<file path="config.mk">
export PLATFORM = sky130hd
export DESIGN_NAME = row_clear_engine_flat
export DESIGN_NICKNAME = d
export VERILOG_FILES = /design/src/rtl/row_clear_pkg.sv /design/src/rtl/row_clear_if.sv /design/src/rtl/row_clear_stats.sv /design/src/rtl/row_clear_engine.sv /design/src/flat_wrapper.sv
export SDC_FILE = /design/constraint.sdc
export NUM_CORES = 1
export LEC_CHECK = 0
export BUFFER_PORTS_ARGS = -buffer_cell sky130_fd_sc_hd__buf_2
export CORE_ASPECT_RATIO = 0.9
export CORE_MARGIN = 2
export CORE_UTILIZATION = 35
export DETAILED_ROUTE_END_ITERATION = 6
export PLACE_DENSITY = 0.67
export SLEW_MARGIN = 20
export SYNTH_ARGS = -nofsm -noshare
export SYNTH_HDL_FRONTEND = slang
export SYNTH_SLANG_ARGS = --single-unit
</file>
<file path="constraint.sdc">
create_clock -name Clock -period 2 [get_ports Clock]
set_input_delay 0.4 -clock Clock [delete_from_list [all_inputs] [get_ports Clock]]
set_output_delay 0.4 -clock Clock [all_outputs]
set_load 0.02 [all_outputs]
</file>
<file path="src/rtl/row_clear_pkg.sv">
// Shared types and default geometry for the row clear engine.
// Optional lifetime statistics are built when ROW_CLEAR_STATS_EN is defined.
package row_clear_pkg;

  localparam int NR_OF_BITS  = 10;
  localparam int NR_OF_ROWS  = 20;
  localparam int ADDR_BITS   = 5;
  localparam int TOTAL_WIDTH = 16;

  typedef enum logic [2:0] {
    IDLE,
    READ,
    CHECK,
    FILL,
    DONE
  } state_t;

endpackage

</file>
<file path="src/rtl/row_clear_if.sv">
// Bundle of control and row-RAM signals between the sequencer/RAM side (master)
// and the row clear engine (slave).
interface row_clear_if #(
  parameter int NrOfBits   = 10,
  parameter int AddrBits   = 5,
  parameter int TotalWidth = 16
) ();

  logic                  Start;
  logic [NrOfBits-1:0]   Rd_Data;
  logic [NrOfBits-1:0]   Empty_Mask;
  logic                  Rd_En;
  logic [AddrBits-1:0]   Rd_Addr;
  logic                  Wr_En;
  logic [AddrBits-1:0]   Wr_Addr;
  logic [NrOfBits-1:0]   Wr_Data;
  logic                  Busy;
  logic                  Done;
  logic [AddrBits:0]     Lines_Cleared;
  logic [TotalWidth-1:0] Total_Lines;

  modport master (
    output Start, Rd_Data, Empty_Mask,
    input  Rd_En, Rd_Addr, Wr_En, Wr_Addr, Wr_Data, Busy, Done,
           Lines_Cleared, Total_Lines
  );

  modport slave (
    input  Start, Rd_Data, Empty_Mask,
    output Rd_En, Rd_Addr, Wr_En, Wr_Addr, Wr_Data, Busy, Done,
           Lines_Cleared, Total_Lines
  );

endinterface

</file>
<file path="src/rtl/row_clear_stats.sv">
// Saturating accumulator of lines cleared over the lifetime of the part
// (instantiated only when ROW_CLEAR_STATS_EN is defined).
module row_clear_stats #(
  parameter int Width  = 16,
  parameter int InBits = 6
) (
  input  logic              Clock,
  input  logic              Reset_n,
  input  logic              add_en,
  input  logic [InBits-1:0] add_val,
  output logic [Width-1:0]  total
);

  logic [Width-1:0] total_reg;
  logic [Width:0]   sum;

  assign sum = {1'b0, total_reg} + {{(Width + 1 - InBits){1'b0}}, add_val};

  always_ff @(posedge Clock or negedge Reset_n) begin
    if (!Reset_n) begin
      total_reg <= '0;
    end else if (add_en) begin
      total_reg <= sum[Width] ? {Width{1'b1}} : sum[Width-1:0];
    end
  end

  assign total = total_reg;

endmodule

</file>
<file path="src/rtl/row_clear_engine.sv">
// Compacts the playfield after a lock: full rows are dropped, survivors slide down,
// freed top rows are zeroed. Define ROW_CLEAR_STATS_EN for the lifetime Total_Lines counter.
module row_clear_engine
  import row_clear_pkg::*;
#(
  parameter int NrOfBits = NR_OF_BITS,
  parameter int NrOfRows = NR_OF_ROWS,
  parameter int AddrBits = ADDR_BITS
) (
  input  logic         Clock,
  input  logic         Reset_n,
  row_clear_if.slave   bus
);

  localparam logic [AddrBits-1:0] LAST_ROW = AddrBits'(NrOfRows - 1);
  localparam logic [AddrBits-1:0] ADDR_ONE = AddrBits'(1);
  localparam logic [AddrBits:0]   CNT_ONE  = (AddrBits + 1)'(1);

  state_t              state_reg, state_next;
  logic [AddrBits-1:0] src_reg, src_next;
  logic [AddrBits-1:0] dst_reg, dst_next;
  logic [AddrBits:0]   count_reg, count_next;
  logic [AddrBits:0]   lines_reg, lines_next;
  logic                wr_en;
  logic [NrOfBits-1:0] wr_data;

  always_ff @(posedge Clock or negedge Reset_n) begin
    if (!Reset_n) begin
      state_reg <= IDLE;
      src_reg   <= '0;
      dst_reg   <= '0;
      count_reg <= '0;
      lines_reg <= '0;
    end else begin
      state_reg <= state_next;
      src_reg   <= src_next;
      dst_reg   <= dst_next;
      count_reg <= count_next;
      lines_reg <= lines_next;
    end
  end

  always_comb begin
    state_next = state_reg;
    src_next   = src_reg;
    dst_next   = dst_reg;
    count_next = count_reg;
    lines_next = lines_reg;
    wr_en      = 1'b0;
    wr_data    = '0;
    case (state_reg)
      IDLE: begin
        if (bus.Start) begin
          state_next = READ;
          src_next   = '0;
          dst_next   = '0;
          count_next = '0;
        end
      end
      READ: state_next = CHECK;
      CHECK: begin
        if (bus.Empty_Mask == '0) begin
          count_next = count_reg + CNT_ONE;
        end else begin
          // Rows below the first full row already sit in place; skip the rewrite.
          if (src_reg != dst_reg) begin
            wr_en   = 1'b1;
            wr_data = bus.Rd_Data;
          end
          dst_next = dst_reg + ADDR_ONE;
        end
        src_next = src_reg + ADDR_ONE;
        if (src_reg == LAST_ROW) begin
          if (count_next != '0) begin
            state_next = FILL;
          end else begin
            state_next = DONE;
            lines_next = count_next;
          end
        end else begin
          state_next = READ;
        end
      end
      FILL: begin
        wr_en    = 1'b1;
        dst_next = dst_reg + ADDR_ONE;
        if (dst_reg == LAST_ROW) begin
          state_next = DONE;
          lines_next = count_reg;
        end
      end
      DONE:    state_next = IDLE;
      default: state_next = IDLE;
    endcase
  end

  assign bus.Rd_En         = (state_reg == READ);
  assign bus.Rd_Addr       = src_reg;
  assign bus.Wr_En         = wr_en;
  assign bus.Wr_Addr       = dst_reg;
  assign bus.Wr_Data       = wr_data;
  assign bus.Busy          = (state_reg == READ) || (state_reg == CHECK) || (state_reg == FILL);
  assign bus.Done          = (state_reg == DONE);
  assign bus.Lines_Cleared = lines_reg;

`ifdef ROW_CLEAR_STATS_EN
  row_clear_stats #(
    .Width  (TOTAL_WIDTH),
    .InBits (AddrBits + 1)
  ) u_stats (
    .Clock   (Clock),
    .Reset_n (Reset_n),
    .add_en  (state_reg == DONE),
    .add_val (lines_reg),
    .total   (bus.Total_Lines)
  );
`else
  assign bus.Total_Lines = '0;
`endif

endmodule

</file>
<file path="src/flat_wrapper.sv">
// flat-port wrapper written by rule: the top's interface ports become plain ports
module row_clear_engine_flat import row_clear_pkg::*;
#(
  parameter int NrOfBits = NR_OF_BITS,
  parameter int NrOfRows = NR_OF_ROWS,
  parameter int AddrBits = ADDR_BITS
)
  (Clock, Reset_n, bus_Start, bus_Rd_Data, bus_Empty_Mask, bus_Rd_En, bus_Rd_Addr, bus_Wr_En, bus_Wr_Addr, bus_Wr_Data, bus_Busy, bus_Done, bus_Lines_Cleared, bus_Total_Lines);
  row_clear_if #(.NrOfBits(NrOfBits), .AddrBits(AddrBits), .TotalWidth(TOTAL_WIDTH)) bus_i ();
  input  logic Clock;
  input  logic Reset_n;
  input wire logic [$bits(bus_i.Start)-1:0] bus_Start;
  input wire logic [$bits(bus_i.Rd_Data)-1:0] bus_Rd_Data;
  input wire logic [$bits(bus_i.Empty_Mask)-1:0] bus_Empty_Mask;
  output wire logic [$bits(bus_i.Rd_En)-1:0] bus_Rd_En;
  output wire logic [$bits(bus_i.Rd_Addr)-1:0] bus_Rd_Addr;
  output wire logic [$bits(bus_i.Wr_En)-1:0] bus_Wr_En;
  output wire logic [$bits(bus_i.Wr_Addr)-1:0] bus_Wr_Addr;
  output wire logic [$bits(bus_i.Wr_Data)-1:0] bus_Wr_Data;
  output wire logic [$bits(bus_i.Busy)-1:0] bus_Busy;
  output wire logic [$bits(bus_i.Done)-1:0] bus_Done;
  output wire logic [$bits(bus_i.Lines_Cleared)-1:0] bus_Lines_Cleared;
  output wire logic [$bits(bus_i.Total_Lines)-1:0] bus_Total_Lines;
  assign bus_i.Start = bus_Start;
  assign bus_i.Rd_Data = bus_Rd_Data;
  assign bus_i.Empty_Mask = bus_Empty_Mask;
  assign bus_Rd_En = bus_i.Rd_En;
  assign bus_Rd_Addr = bus_i.Rd_Addr;
  assign bus_Wr_En = bus_i.Wr_En;
  assign bus_Wr_Addr = bus_i.Wr_Addr;
  assign bus_Wr_Data = bus_i.Wr_Data;
  assign bus_Busy = bus_i.Busy;
  assign bus_Done = bus_i.Done;
  assign bus_Lines_Cleared = bus_i.Lines_Cleared;
  assign bus_Total_Lines = bus_i.Total_Lines;
  row_clear_engine #(.NrOfBits(NrOfBits), .NrOfRows(NrOfRows), .AddrBits(AddrBits)) u_core (.Clock(Clock), .Reset_n(Reset_n), .bus(bus_i));
endmodule
</file>
# == Yosys cells after proc, flatten, opt, wreduce, memory -nomap -nowiden ==
# Cells that the tools add are included.
# word_totals
regBits,25
input_bits,23
# classes
add_sub_neg,3
eq_ne,12
mux,23
n_reduce_logical,12
# ops
operator,n
$mux W6,6
$mux W10,3
$pmux W6 S2,2
$pmux W5 S3,1
$mux W3,4
$pmux W3 S4,1
$add A5 B1 Y5 const B,2
$eq A5 B5 Y1 const B,2
$logic_not A10 Y1,1
$mux W5,2
$pmux W5 S2,1
$add A6 B1 Y6 const B,1
$eq A3 B2 Y1 const B,2
$ne A2 B2 Y1 const B,3
$reduce_bool A6 Y1,1
$ne A5 B5 Y1,1
$ne A2 B1 Y1 const B,2
$reduce_and A2 Y1,2
$reduce_and A4 Y1,1
$reduce_bool A2 Y1,2
$eq A3 B1 Y1 const B,1
$eq A3 B3 Y1 const B,1
$logic_not A3 Y1,1
$reduce_and A3 Y1,1
other kinds (4),6

# == Depth between registers and ports, before layout ==
# logic_depth
ltp_word,7
ltp_mapped,7
mapped_depth_nobuf,6

# == Worst setup path before layout ==
# No wires, ideal clock.
# synth_timing
path_kind,in2out
from,input bus_Empty_Mask[2]
to,output bus_Wr_Data[0]
t_arrival_ps,1717
path_buffers,1
setup_slack_ps,-117
stages,5
path_cell_list,or4_4 -> nor3_4 -> a311oi_1 -> clkbuf_1 -> and2_1
# synth_between
elab_chain_cells,3
# synth_lines
item,line,text
from (decl),flat_wrapper.sv:14,input wire logic [$bits(bus_i.Empty_Mask)-1:0] bus_Empty_Mask;
$logic_not A10 Y1,row_clear_engine.sv:62,if (bus.Empty_Mask == '0) begin
$mux W10,row_clear_engine.sv:62,
$mux W10,row_clear_engine.sv:51,case (state_reg)
to (decl),flat_wrapper.sv:19,output wire logic [$bits(bus_i.Wr_Data)-1:0] bus_Wr_Data;
# No other way between the ends.

# == Worst setup path after layout ==
# layout_timing
from,input bus_Empty_Mask[1]
to,output bus_Wr_En
# layout_between
elab_chain_cells,3
# layout_lines
item,line,text
$logic_not A10 Y1,row_clear_engine.sv:62,
$mux W1,row_clear_engine.sv:62,
$pmux W1 S2,row_clear_engine.sv:51,
to (decl),flat_wrapper.sv:17,output wire logic [$bits(bus_i.Wr_En)-1:0] bus_Wr_En;
# No other way between the ends.

==> impl_metrics.tcl <==
set metrics [dict create \
    status "finished, violations left" \
    violations "setup timing" \
    clock_path_buffers 2 \
    synth-seq-cells 25 \
    netlist_instances 195 \
    finClkSkew_ns 0.008434 \
    combPwrFrac_pct 66.6 \
    fin_nets 297 \
    setup_viol 20 \
    cts_sinks 25 \
    grt_pass1_wl_um 7127 \
    r2r_start "u_core.count_reg[0]$_DFFE_PN0P_" \
    syn2layout_area_growth_pct 39.79 \
    routed-wl-met3_um 254 \
    synth.most_common_cell "dfrtp_1" \
    drive_above_1_share_pct 40.74 \
    ys_top_cells_by_count "25 x dfrtp_1, 16 x buf_4, 16 x nand2_1" \
    firstDrtPassIters 4 \
    power.density_nw_per_um2 1304 \
    reg2reg_depth 6 \
    core_area_um2 4745 \
    end_kind "primary output" \
    fin_crit_ns 2.292 \
    ioPinCount 69 \
    postSynth.asyncResetShare_pct 100.0 \
    clkTransAtPathRegs_ns 0.10 \
    ys_seq_area_share_pct 36.85 \
    required_ns 1.60 \
    grt_start_max_net_pins 26 \
    crit_slowest_cell "or4_4" \
    grtUsageTotal_pct 15.87 \
    synth_edf_count 0 \
    via_count 1623 \
    fp.dieH_um 70.08 \
    synth_cell_types 46 \
    period_share_pct 114.6 \
    grt_setup_unrepaired "true" \
    vias_per_cell 4.845 \
    topRoutingLayerUsed "met4" \
    ant_nets 0 \
    initialDrtViolationCount 114 \
    yosysTopAreaCell "dfrtp_1" \
    ys_warn_count 0 \
    reg2reg_to "u_core.bus.Lines_Cleared[1]$_DFFE_PN0P_" \
    power.leakage_nw 1.172 \
    muxShareOfSynthArea_pct 1.253 \
    swShare_pct 43.04 \
    synth_xor_area_share_pct 5.158 \
    critPathLaunchType "primary input" \
    max_freq_ghz 0.4364 \
    grt_pass1_vias 1576 \
    syn_avg_cell_area_um2 8.707 \
    num_antenna_cells 0 \
    postCtsHoldBufs 0 \
    rows 24 \
    synth_compound_area_share_pct 17.24 \
    h-tree-depth 1 \
    drv_slew 0 \
    clockRootBuffer "clkbuf_8" \
    clk_latency_ns 0.27 \
    start_util_pct 35.79 \
    cpLargestDelayFamily "simple AND/OR/NAND/NOR gates" \
    crit_fanout 6 \
    path_class "in -> out" \
    synthAdderAreaFrac_pct 2.211 \
    die_w_um 77.42 \
    synth_area_leaders "dfrtp_1 37%, buf_4 7.1%, and2_1 4.8%" \
    crit_chain "buf_6 -> or4_4 -> nor3_4 -> a311oi_4 -> buf_12 -> or2_4 -> buf_6" \
    power.internal_mw 1.763 \
    hpwl_um 3116 \
    die_area_um2 5425 \
    wl_per_cell_um 12.66 \
    path_buf_inv 3 \
    grt_overflow 0 \
    p_clk_share_pct 10.1 \
    grt_antenna_before_repair 0 \
    crit_path_max_incr_delay_ns 0.55 \
    worst_pin_slew_ns 0.7742 \
    setup_slack_ns -0.2916 \
    worst_ep_arrival_time_ns 1.89 \
    power_frac_seq_pct 23.3 \
    routed_wl_um 4240 \
    wl_met1_um 1815 \
    drcViolationCount 0 \
    synth_area_um2 1698 \
    yosysTopAreaCellShare_pct 36.85 \
    cts_tree "built" \
    worst_ir_drop_vdd_v 0.0006566 \
    max_cap_violations 0 \
    switching_power_mw 1.332 \
    numCtsBuffers 3 \
    synthSimpleGateAreaFrac_pct 26.46 \
    synth_top_family_by_area "simple AND/OR/NAND/NOR gates" \
    fin_util_pct 50.03 \
    hold_viol 0 \
    synth_flop_cell "dfrtp_1" \
    routed-wl-met2_um 2147 \
    slew_headroom_pct 48.04 \
    cpMostUsedCell "buf_6" \
    portBuffers 52 \
    dp_slack_ns -0.3000 \
    hold_path_class "in -> async" \
    place.gp.congestion 0.7790 \
    regToRegSetupSlack_ns 0.12 \
]
worst reg2reg max path: stages, from the launching register on:
cell and delay, ns:
dfrtp_1 0.46, ha_1 0.31, nand4bb_1 0.12, o311ai_0 0.12
and4b_1 0.24, o2111a_2 0.32, o31ai_2 0.23
layer usage:
| metal | vias up | track usage, % |
|---|---|---|
| met1 | 762 | 20.46 |
| met5 | - | 0 |
| met3 | 6 | 4.005 |
| li1 | 802 | - |
| met2 | 53 | 27.63 |
| met4 | 0 | 1.984 |
cells by family (layout without fill, tap and decap cells):
logic type	Yosys count	in the layout
AND/OR/NAND/NOR	80	80
multiplexers	2	2
buffers and inverters	32	92
adder cells (fa/ha/maj)	3	3
AO/OA/AOI/OAI	42	42
flip-flops	25	25
other	1	16
XOR/XNOR	10	10
cell type report:
cell class	count	area [um^2]
Clock buffer	3	41.29
Clock inverter	1	7.507
Fill cell	497	2371
Inverter	5	18.77
Multi-Input combinational cell	153	1001
Sequential cell	25	625.6
Tap cell	65	81.33
Timing Repair Buffer	83	598.1
layout by cell type, fill, tap and decap left out, drive strengths merged, types with 4 or more instances in the layout:
master,n
buf,82
dfrtp,25
nand2,16
conb,16
nand3,14
o21ai,14
nor2,13
and2,13
a21oi,8
xnor2,6
nand2b,5
inv,5
xor2,4
clkbuf,4
how the worst max path moves through the flow:
stage | startpoint | endpoint | slack [ns] | cells after the start
floorplan | bus_Empty_Mask[4] | bus_Wr_Data[0] | -0.07 | 5
global placement | bus_Empty_Mask[4] | bus_Wr_En | -0.24 | 6
detailed placement | bus_Empty_Mask[4] | u_core.bus.Lines_Cleared[1]$_DFFE_PN0P_ | -0.30 | 7
CTS | bus_Empty_Mask[4] | bus_Wr_En | -0.25 | 6
global route | bus_Empty_Mask[1] | bus_Wr_En | -0.33 | 7
finish | bus_Empty_Mask[1] | bus_Wr_En | -0.29 | 7
metrics by stage:
step | hold slack (ns) | cells | TNS, ns | power, mW | area (um^2)
floorplan | 0.1044 | 210 | -0.6839 | 1.889 | 1792
global placement | 0.4240 | 327 | -4.438 | 2.448 | 2171
detailed placement | 0.4313 | 327 | -5.357 | 2.474 | 2171
CTS | 0.1310 | 331 | -2.165 | 2.933 | 2295
global route | 0.1420 | 335 | -4.115 | 3.320 | 2374
finish | 0.1132 | 335 | -3.294 | 3.095 | 2374
power by group through the flow:
stage,clock (mW),sequential [mW],combinational (mW)
after floorplan,0,0.910,0.979
after global placement,0,0.726,1.72
after detailed placement,0,0.732,1.74
after CTS,0.319,0.724,1.89
after global routing,0.340,0.737,2.24
final,0.311,0.722,2.06
what timing repair did:
item | in CTS | in global routing
setup endpoints to repair | 11 | 19
buffers inserted | 0 | 3
gates resized for setup | 21 | 5
pin swaps | 5 | 4
cloned | 0 | 1
Note: power is estimated with default switching activity, not from simulation.
